## src/rtl/fetch_prefetch_unit_if.sv

```systemverilog
// Bus between the fetch/prefetch stage and its surroundings.
// Groups the redirect inputs, decode control, instruction-memory read
// port and the decode-side outputs.
//   master : environment side (drives redirects, stalls, imem data)
//   slave  : fetch unit side (drives PCF and decode outputs)
interface fetch_prefetch_unit_if #(
  parameter int N     = 24,
  parameter int DEPTH = 4
);
  localparam int CW = $clog2(DEPTH) + 1;

  logic [N-1:0]  ResultW;
  logic [N-1:0]  ALUResultE;
  logic          PCSrcW;
  logic          BranchTakenE;
  logic          StallD;
  logic          FlushD;
  logic [N-1:0]  imem_rdata;
  logic          imem_ready;
  logic [N-1:0]  PCF;
  logic [N-1:0]  InstrD;
  logic [N-1:0]  InstrD_vector;
  logic          InstrValidD;
  logic [N-1:0]  PCPlus8D;
  logic [CW-1:0] QueueCount;

  modport master (
    output ResultW, ALUResultE, PCSrcW, BranchTakenE, StallD, FlushD,
           imem_rdata, imem_ready,
    input  PCF, InstrD, InstrD_vector, InstrValidD, PCPlus8D, QueueCount
  );

  modport slave (
    input  ResultW, ALUResultE, PCSrcW, BranchTakenE, StallD, FlushD,
           imem_rdata, imem_ready,
    output PCF, InstrD, InstrD_vector, InstrValidD, PCPlus8D, QueueCount
  );
endinterface

```

## src/rtl/fetch_prefetch_unit.sv

```systemverilog
// Fetch stage with a DEPTH-entry prefetch queue in front of the decode
// register. PCF walks ahead while decode is stalled; a writeback PC write
// (PCSrcW) or a taken execute branch (BranchTakenE) redirects fetch and
// discards everything fetched so far. The decode word is split into a
// scalar and a vector path by bit 20.
// Ports:
//   clk  - clock, all state on the rising edge
//   rst  - synchronous reset, active low
//   bus  - fetch_prefetch_unit_if.slave: redirect/stall/flush inputs,
//          imem read port (PCF out, imem_rdata/imem_ready in), decode
//          outputs InstrD, InstrD_vector, InstrValidD, PCPlus8D, QueueCount
// N must be at least 21 so that the vector flag bit exists.
module fetch_prefetch_unit #(
  parameter int           N        = 24,
  parameter int           DEPTH    = 4,
  parameter int           PC_STEP  = 4,
  parameter logic [N-1:0] RESET_PC = '0
) (
  input logic                  clk,
  input logic                  rst,
  fetch_prefetch_unit_if.slave bus
);
  localparam int              AW    = $clog2(DEPTH);
  localparam int              CW    = AW + 1;
  localparam int              V_BIT = 20;
  localparam logic [N-1:0]    STEP  = N'(PC_STEP);
  localparam logic [N-1:0]    STEP2 = N'(2 * PC_STEP);
  localparam logic [CW-1:0]   FULL  = CW'(DEPTH);

  typedef enum logic {BOOT, RUN} state_t;

  state_t        state_reg, state_next;
  logic [N-1:0]  pcf_reg, pcf_next;
  logic [AW-1:0] head_reg, head_next;
  logic [AW-1:0] tail_reg, tail_next;
  logic [CW-1:0] count_reg, count_next;
  logic [N-1:0]  dec_instr_reg, dec_instr_next;
  logic [N-1:0]  dec_pc_reg, dec_pc_next;
  logic          dec_valid_reg, dec_valid_next;
  logic          push, pop;

  // Queue storage. The head must be visible in the same cycle it is popped,
  // so reads are combinational; DEPTH is small, so this maps to registers.
  logic [N-1:0]  pc_mem    [DEPTH];
  logic [N-1:0]  instr_mem [DEPTH];

  always_comb begin
    state_next     = state_reg;
    pcf_next       = pcf_reg;
    head_next      = head_reg;
    tail_next      = tail_reg;
    count_next     = count_reg;
    dec_instr_next = dec_instr_reg;
    dec_pc_next    = dec_pc_reg;
    dec_valid_next = dec_valid_reg;
    push           = 1'b0;
    pop            = 1'b0;

    if (state_reg == BOOT) begin
      // One idle cycle after reset release: no fetch, no decode load.
      state_next = RUN;
    end else if (bus.PCSrcW || bus.BranchTakenE) begin
      // Writeback redirect wins over the execute branch.
      pcf_next       = bus.PCSrcW ? bus.ResultW : bus.ALUResultE;
      head_next      = '0;
      tail_next      = '0;
      count_next     = '0;
      dec_instr_next = '0;
      dec_pc_next    = '0;
      dec_valid_next = 1'b0;
    end else begin
      pop  = !bus.StallD && !bus.FlushD && (count_reg != '0);
      // A full queue still accepts a new word when the head leaves.
      push = bus.imem_ready && ((count_reg != FULL) || pop);

      if (pop) begin
        dec_instr_next = instr_mem[head_reg];
        dec_pc_next    = pc_mem[head_reg];
        dec_valid_next = 1'b1;
        head_next      = head_reg + AW'(1);
      end else if (bus.FlushD || !bus.StallD) begin
        // Flush overrides stall; an unstalled empty queue also yields a bubble.
        dec_instr_next = '0;
        dec_pc_next    = '0;
        dec_valid_next = 1'b0;
      end

      if (push) begin
        tail_next = tail_reg + AW'(1);
        pcf_next  = pcf_reg + STEP;
      end

      count_next = count_reg + CW'(push) - CW'(pop);
    end
  end

  always_ff @(posedge clk) begin
    if (!rst) begin
      state_reg     <= BOOT;
      pcf_reg       <= RESET_PC;
      head_reg      <= '0;
      tail_reg      <= '0;
      count_reg     <= '0;
      dec_instr_reg <= '0;
      dec_pc_reg    <= '0;
      dec_valid_reg <= 1'b0;
    end else begin
      state_reg     <= state_next;
      pcf_reg       <= pcf_next;
      head_reg      <= head_next;
      tail_reg      <= tail_next;
      count_reg     <= count_next;
      dec_instr_reg <= dec_instr_next;
      dec_pc_reg    <= dec_pc_next;
      dec_valid_reg <= dec_valid_next;
    end
  end

  // Entry records the address it was fetched from, used later for PCPlus8D.
  always_ff @(posedge clk) begin
    if (rst && push) begin
      pc_mem[tail_reg]    <= pcf_reg;
      instr_mem[tail_reg] <= bus.imem_rdata;
    end
  end

  assign bus.PCF           = pcf_reg;
  assign bus.QueueCount    = count_reg;
  assign bus.InstrValidD   = dec_valid_reg;
  assign bus.InstrD        = (dec_valid_reg && !dec_instr_reg[V_BIT]) ? dec_instr_reg : '0;
  assign bus.InstrD_vector = (dec_valid_reg &&  dec_instr_reg[V_BIT]) ? dec_instr_reg : '0;
  assign bus.PCPlus8D      = dec_valid_reg ? (dec_pc_reg + STEP2) : '0;
endmodule
```

## src/flat_wrapper.sv

```systemverilog
// flat-port wrapper written by rule: the top's interface ports become plain ports
module fetch_prefetch_unit_flat 
#(
  parameter int           N        = 24,
  parameter int           DEPTH    = 4,
  parameter int           PC_STEP  = 4,
  parameter logic [N-1:0] RESET_PC = '0
)
  (clk, rst, bus_ResultW, bus_ALUResultE, bus_PCSrcW, bus_BranchTakenE, bus_StallD, bus_FlushD, bus_imem_rdata, bus_imem_ready, bus_PCF, bus_InstrD, bus_InstrD_vector, bus_InstrValidD, bus_PCPlus8D, bus_QueueCount);
  fetch_prefetch_unit_if #(.N(N), .DEPTH(DEPTH)) bus_i ();
  input logic clk;
  input logic rst;
  input wire logic [$bits(bus_i.ResultW)-1:0] bus_ResultW;
  input wire logic [$bits(bus_i.ALUResultE)-1:0] bus_ALUResultE;
  input wire logic [$bits(bus_i.PCSrcW)-1:0] bus_PCSrcW;
  input wire logic [$bits(bus_i.BranchTakenE)-1:0] bus_BranchTakenE;
  input wire logic [$bits(bus_i.StallD)-1:0] bus_StallD;
  input wire logic [$bits(bus_i.FlushD)-1:0] bus_FlushD;
  input wire logic [$bits(bus_i.imem_rdata)-1:0] bus_imem_rdata;
  input wire logic [$bits(bus_i.imem_ready)-1:0] bus_imem_ready;
  output wire logic [$bits(bus_i.PCF)-1:0] bus_PCF;
  output wire logic [$bits(bus_i.InstrD)-1:0] bus_InstrD;
  output wire logic [$bits(bus_i.InstrD_vector)-1:0] bus_InstrD_vector;
  output wire logic [$bits(bus_i.InstrValidD)-1:0] bus_InstrValidD;
  output wire logic [$bits(bus_i.PCPlus8D)-1:0] bus_PCPlus8D;
  output wire logic [$bits(bus_i.QueueCount)-1:0] bus_QueueCount;
  assign bus_i.ResultW = bus_ResultW;
  assign bus_i.ALUResultE = bus_ALUResultE;
  assign bus_i.PCSrcW = bus_PCSrcW;
  assign bus_i.BranchTakenE = bus_BranchTakenE;
  assign bus_i.StallD = bus_StallD;
  assign bus_i.FlushD = bus_FlushD;
  assign bus_i.imem_rdata = bus_imem_rdata;
  assign bus_i.imem_ready = bus_imem_ready;
  assign bus_PCF = bus_i.PCF;
  assign bus_InstrD = bus_i.InstrD;
  assign bus_InstrD_vector = bus_i.InstrD_vector;
  assign bus_InstrValidD = bus_i.InstrValidD;
  assign bus_PCPlus8D = bus_i.PCPlus8D;
  assign bus_QueueCount = bus_i.QueueCount;
  fetch_prefetch_unit #(.N(N), .DEPTH(DEPTH), .PC_STEP(PC_STEP), .RESET_PC(RESET_PC)) u_core (.clk(clk), .rst(rst), .bus(bus_i));
endmodule
```

## config.mk

```make
export PLATFORM = sky130hd
export DESIGN_NAME = fetch_prefetch_unit_flat
export DESIGN_NICKNAME = d
export VERILOG_FILES = /design/src/rtl/fetch_prefetch_unit_if.sv /design/src/rtl/fetch_prefetch_unit.sv /design/src/flat_wrapper.sv
export SDC_FILE = /design/constraint.sdc
export NUM_CORES = 1
export LEC_CHECK = 0
export BUFFER_PORTS_ARGS = -buffer_cell sky130_fd_sc_hd__buf_4
export CORE_ASPECT_RATIO = 0.6
export CORE_MARGIN = 3
export CORE_UTILIZATION = 54
export DETAILED_ROUTE_END_ITERATION = 16
export GPL_TIMING_DRIVEN = 0
export PLACE_DENSITY = 0.76
export SLEW_MARGIN = 20
export SYNTH_ARGS = -nofsm -noshare
export SYNTH_HDL_FRONTEND = slang
export SYNTH_SLANG_ARGS = --single-unit
```

## constraint.sdc

```tcl
create_clock -name clk -period 5.6 [get_ports clk]
set_clock_uncertainty 0.05 [all_clocks]
set_input_delay 1.12 -clock clk [delete_from_list [all_inputs] [get_ports clk]]
set_output_delay 1.12 -clock clk [all_outputs]
set_load 0.05 [all_outputs]
```

==> flow_summary_export.csv <==
group,metric,value,unit
grt,antenna_found_initial,0,
timing,maxSlewViolCount,0,
final_layout,num_antenna_cells,0,
yosys,synth_top_family_by_area,"simple AND/OR/NAND/NOR gates",
timing,min_period,3540,ps
routing,drtIter0Drc,936,
yosys,synth_nets,931,
critical_path,cp.depth,6,
timing,setup_viol,0,
yosys,ys.flop_type,"edfxtp_1",
routing,drt_first_pass_iters,5,
timing,hold_violations,0,
floorplan,dieWidth,195,um
grt,first_global_vias,7754,
critical_path,arrival,2370,ps
routing,wl_per_cell,22.5,um
clocking,cts_htree_levels,1,
final_layout,synthToLayoutAreaGrowth,21.9,%
timing,worst_pin_slew,869,ps
timing,setup_ws,2060,ps
yosys,synthAdderAreaFrac,1.04,%
floorplan,core_area,20500,um^2
yosys,ys.warnings.count,0,
clocking,cts_tree,"done",
yosys,synth_xor_xnor_area_share,1.44,%
critical_path,crit_type,"reg2out",
grt,grt_overflow_total,0,
critical_path,worstPathCellList,"nand4_1, nor3_1, nand4_1, xnor2_1, and2_1, buf_4",
worst_hold_path,hold_class,"reg2reg",
yosys,synth.area.top_cells,"edfxtp_1 50%, dfxtp_1 14%, mux4_2 9.3%",
timing,slew_headroom,42.1,%
clocking,ctsHoldBuffers,0,
clocking,cts.clk_slew.worst_paths,70,ps
critical_path,path_common_cell,"nand4_1",
routing,viasPerCell,6.02,
critical_path,crit_buf_inv,1,
yosys,syn_area_per_cell,13.7,um^2
final_layout,reg_top3,"u_core.instr_mem (96), u_core.pc_mem (96)",
pwr,total_power,4.18,mW
routing,drc_errors,0,
clocking,cts-root-buf,"clkbuf_16",
yosys,synth_cell_types,62,
critical_path,cp_slowest_cell,"nor3_1",
routing,wl,30.1,mm
pwr,vdd_drop_max,0.231,mV
run,drv_cap,0,
pwr,power_density,296,nW/um^2
critical_path,critPathCaptureType,"primary output",
placed_design,port_buffers,176,
critical_path,crit_path_max_incr_delay,490,ps
clocking,clk_latency,520,ps
clocking,clockBufferDepth,3,
floorplan,io_pins,179,
timing,setup_tns,0,ps
grt,grt_util_all_layers,25.4,%
routing,num_vias,8065,
placed_design,gp_congestion,0.916,
final_layout,final_nets,1135,
critical_path,start_kind,"register",
yosys,synth_top_area_share,49.8,%
yosys,synthTopCellsByCount,"192 x edfxtp_1, 83 x dfxtp_1, 72 x nor2_1",
timing,period_share,63.2,%
yosys,synth-seq-area-share,64.1,%
yosys,synthSimpleGateAreaFrac,11.9,%
yosys,async_flop_share,0,%
worst_hold_path,whs_path_depth,2,
floorplan,dieArea,23300,um^2
timing,rsz0062_at_grt,"false",
pwr,power_leakage,5.15,nW
final_layout,n_fill_cell,1454,
routing,postRouteAntennaNets,0,
placed_design,pre_cts_ws,1880,ps
yosys,synth-edff-count,192,
grt,grt_pass1_wl,46.1,mm
timing,max_freq,0.283,GHz
run_status,status,"finished, final reports clean",
clocking,cts_setup_buffers,0,
placed_design,hpwl,20.8,mm
critical_path,critPathMaxFanout,5,
critical_path,reg2reg_depth,5,
critical_path,rrSetupSlack,3010,ps
yosys,syn_area,11600,um^2
floorplan,row_count,40,
yosys,synth_most_common_cell,"edfxtp_1",
yosys,synth-compound-area-share,9.24,%
clocking,ctsResizeCount,0,
final_layout,drive_gt1_share,27.0,%
clocking,cts.sink_count,275,
grt,grt_start_max_net_pins,49,
yosys,ys_seq_elements,275,
clocking,cts_buffers,25,
critical_path,worstPathRequired,4430,ps
timing,finalHoldWorstSlack,470,ps
yosys,postSynthCellCount,843,
floorplan,start_util,56.4,%
critical_path,cp_top_family,"simple AND/OR/NAND/NOR gates",
yosys,yosys.area.top_type,"edfxtp_1",
yosys,synth_mux_area_share,9.85,%
floorplan,fp.dieH,119,um
## area by class of cell
type                       count  area, um^2  share of cell area, %
sequential                   275        7430                   52.6
multi-input combinational    501        3890                   27.6
timing repair buffer         177        1340                   9.50
clock buffer                  38         744                   5.27
tap                          273         342                   2.42
buffer                        57         236                   1.68
clock inverter                 8        97.6                  0.691
inverter                      10        37.5                  0.266
## layer usage
metal,share of wire [%],GRT usage [%]
met5,0,0
met4,1.0,3.38
met3,10,5.06
met2,43,36.0
met1,46,41.6
## worst reg2reg max path: stages, from the launching register on
cell     delay [ps]
dfxtp_1         530
nor3b_1         150
nand2_1         210
nand4_1         190
nor2_1          340
and2_4          710
## report_power, final
part / total (mW) / internal (mW) / leakage (nW) / switching (mW)
Sequential: 2.23 / 2.19 / 2.45 / 0.0380
Clock: 1.73 / 1.01 / 0.408 / 0.722
Combinational: 0.225 / 0.0849 / 2.28 / 0.140
## metrics by stage
stage | utilization [%] | cell area [um^2] | cells
2_1_floorplan | - | 11600 | 843
3_3_place_gp | 64.5 | 13200 | 1292
3_5_place_dp | 64.7 | 13300 | 1293
4_1_cts | 68.8 | 14100 | 1339
5_1_grt | 68.8 | 14100 | 1339
6_report | 68.8 | 14100 | 1339
## cell families (layout without fill, tap and decap cells)
family          after synthesis  in the layout
simple gates                262            262
mux                          54             54
fa+ha+maj                     9              9
buf+inv                      67            290
xor+xnor                     19             19
other cells                   1              1
compound gates              156            156
flops                       275            275
## layout by cell type (no fill, tap or decap), drive strengths merged, types with 3 or more instances in the layout
cell type and n:
and3 28, nor2 72, o211ai 4, xor2 7, a222oi 3, clkbuf 78, o311ai 3, nand2b 4
nand4 14, a31oi 4, dfxtp 83, buf 194, inv 11, a21oi 26, nor3 6, mux4 48
nand3 16, nor4 6, or3 5, a211oi 4, o31ai 6, clkinv 3, nor2b 11, and2 54
a22oi 56, or2 3, o21ai 27, edfxtp 192, xnor2 12, ha 8, nand2 36, mux2i 6
## worst paths after layout
path,to,from
worst max-delay path,bus_PCPlus8D[23],u_core.dec_pc_reg[13]
worst min-delay path,u_core.dec_pc_reg[1],u_core.dec_pc_reg[1]
worst max register to register,u_core.pc_mem[3][18],u_core.bus.QueueCount[1]
worst min register to register,u_core.dec_pc_reg[1],u_core.dec_pc_reg[1]
Note: power is estimated with default switching activity, not from simulation.
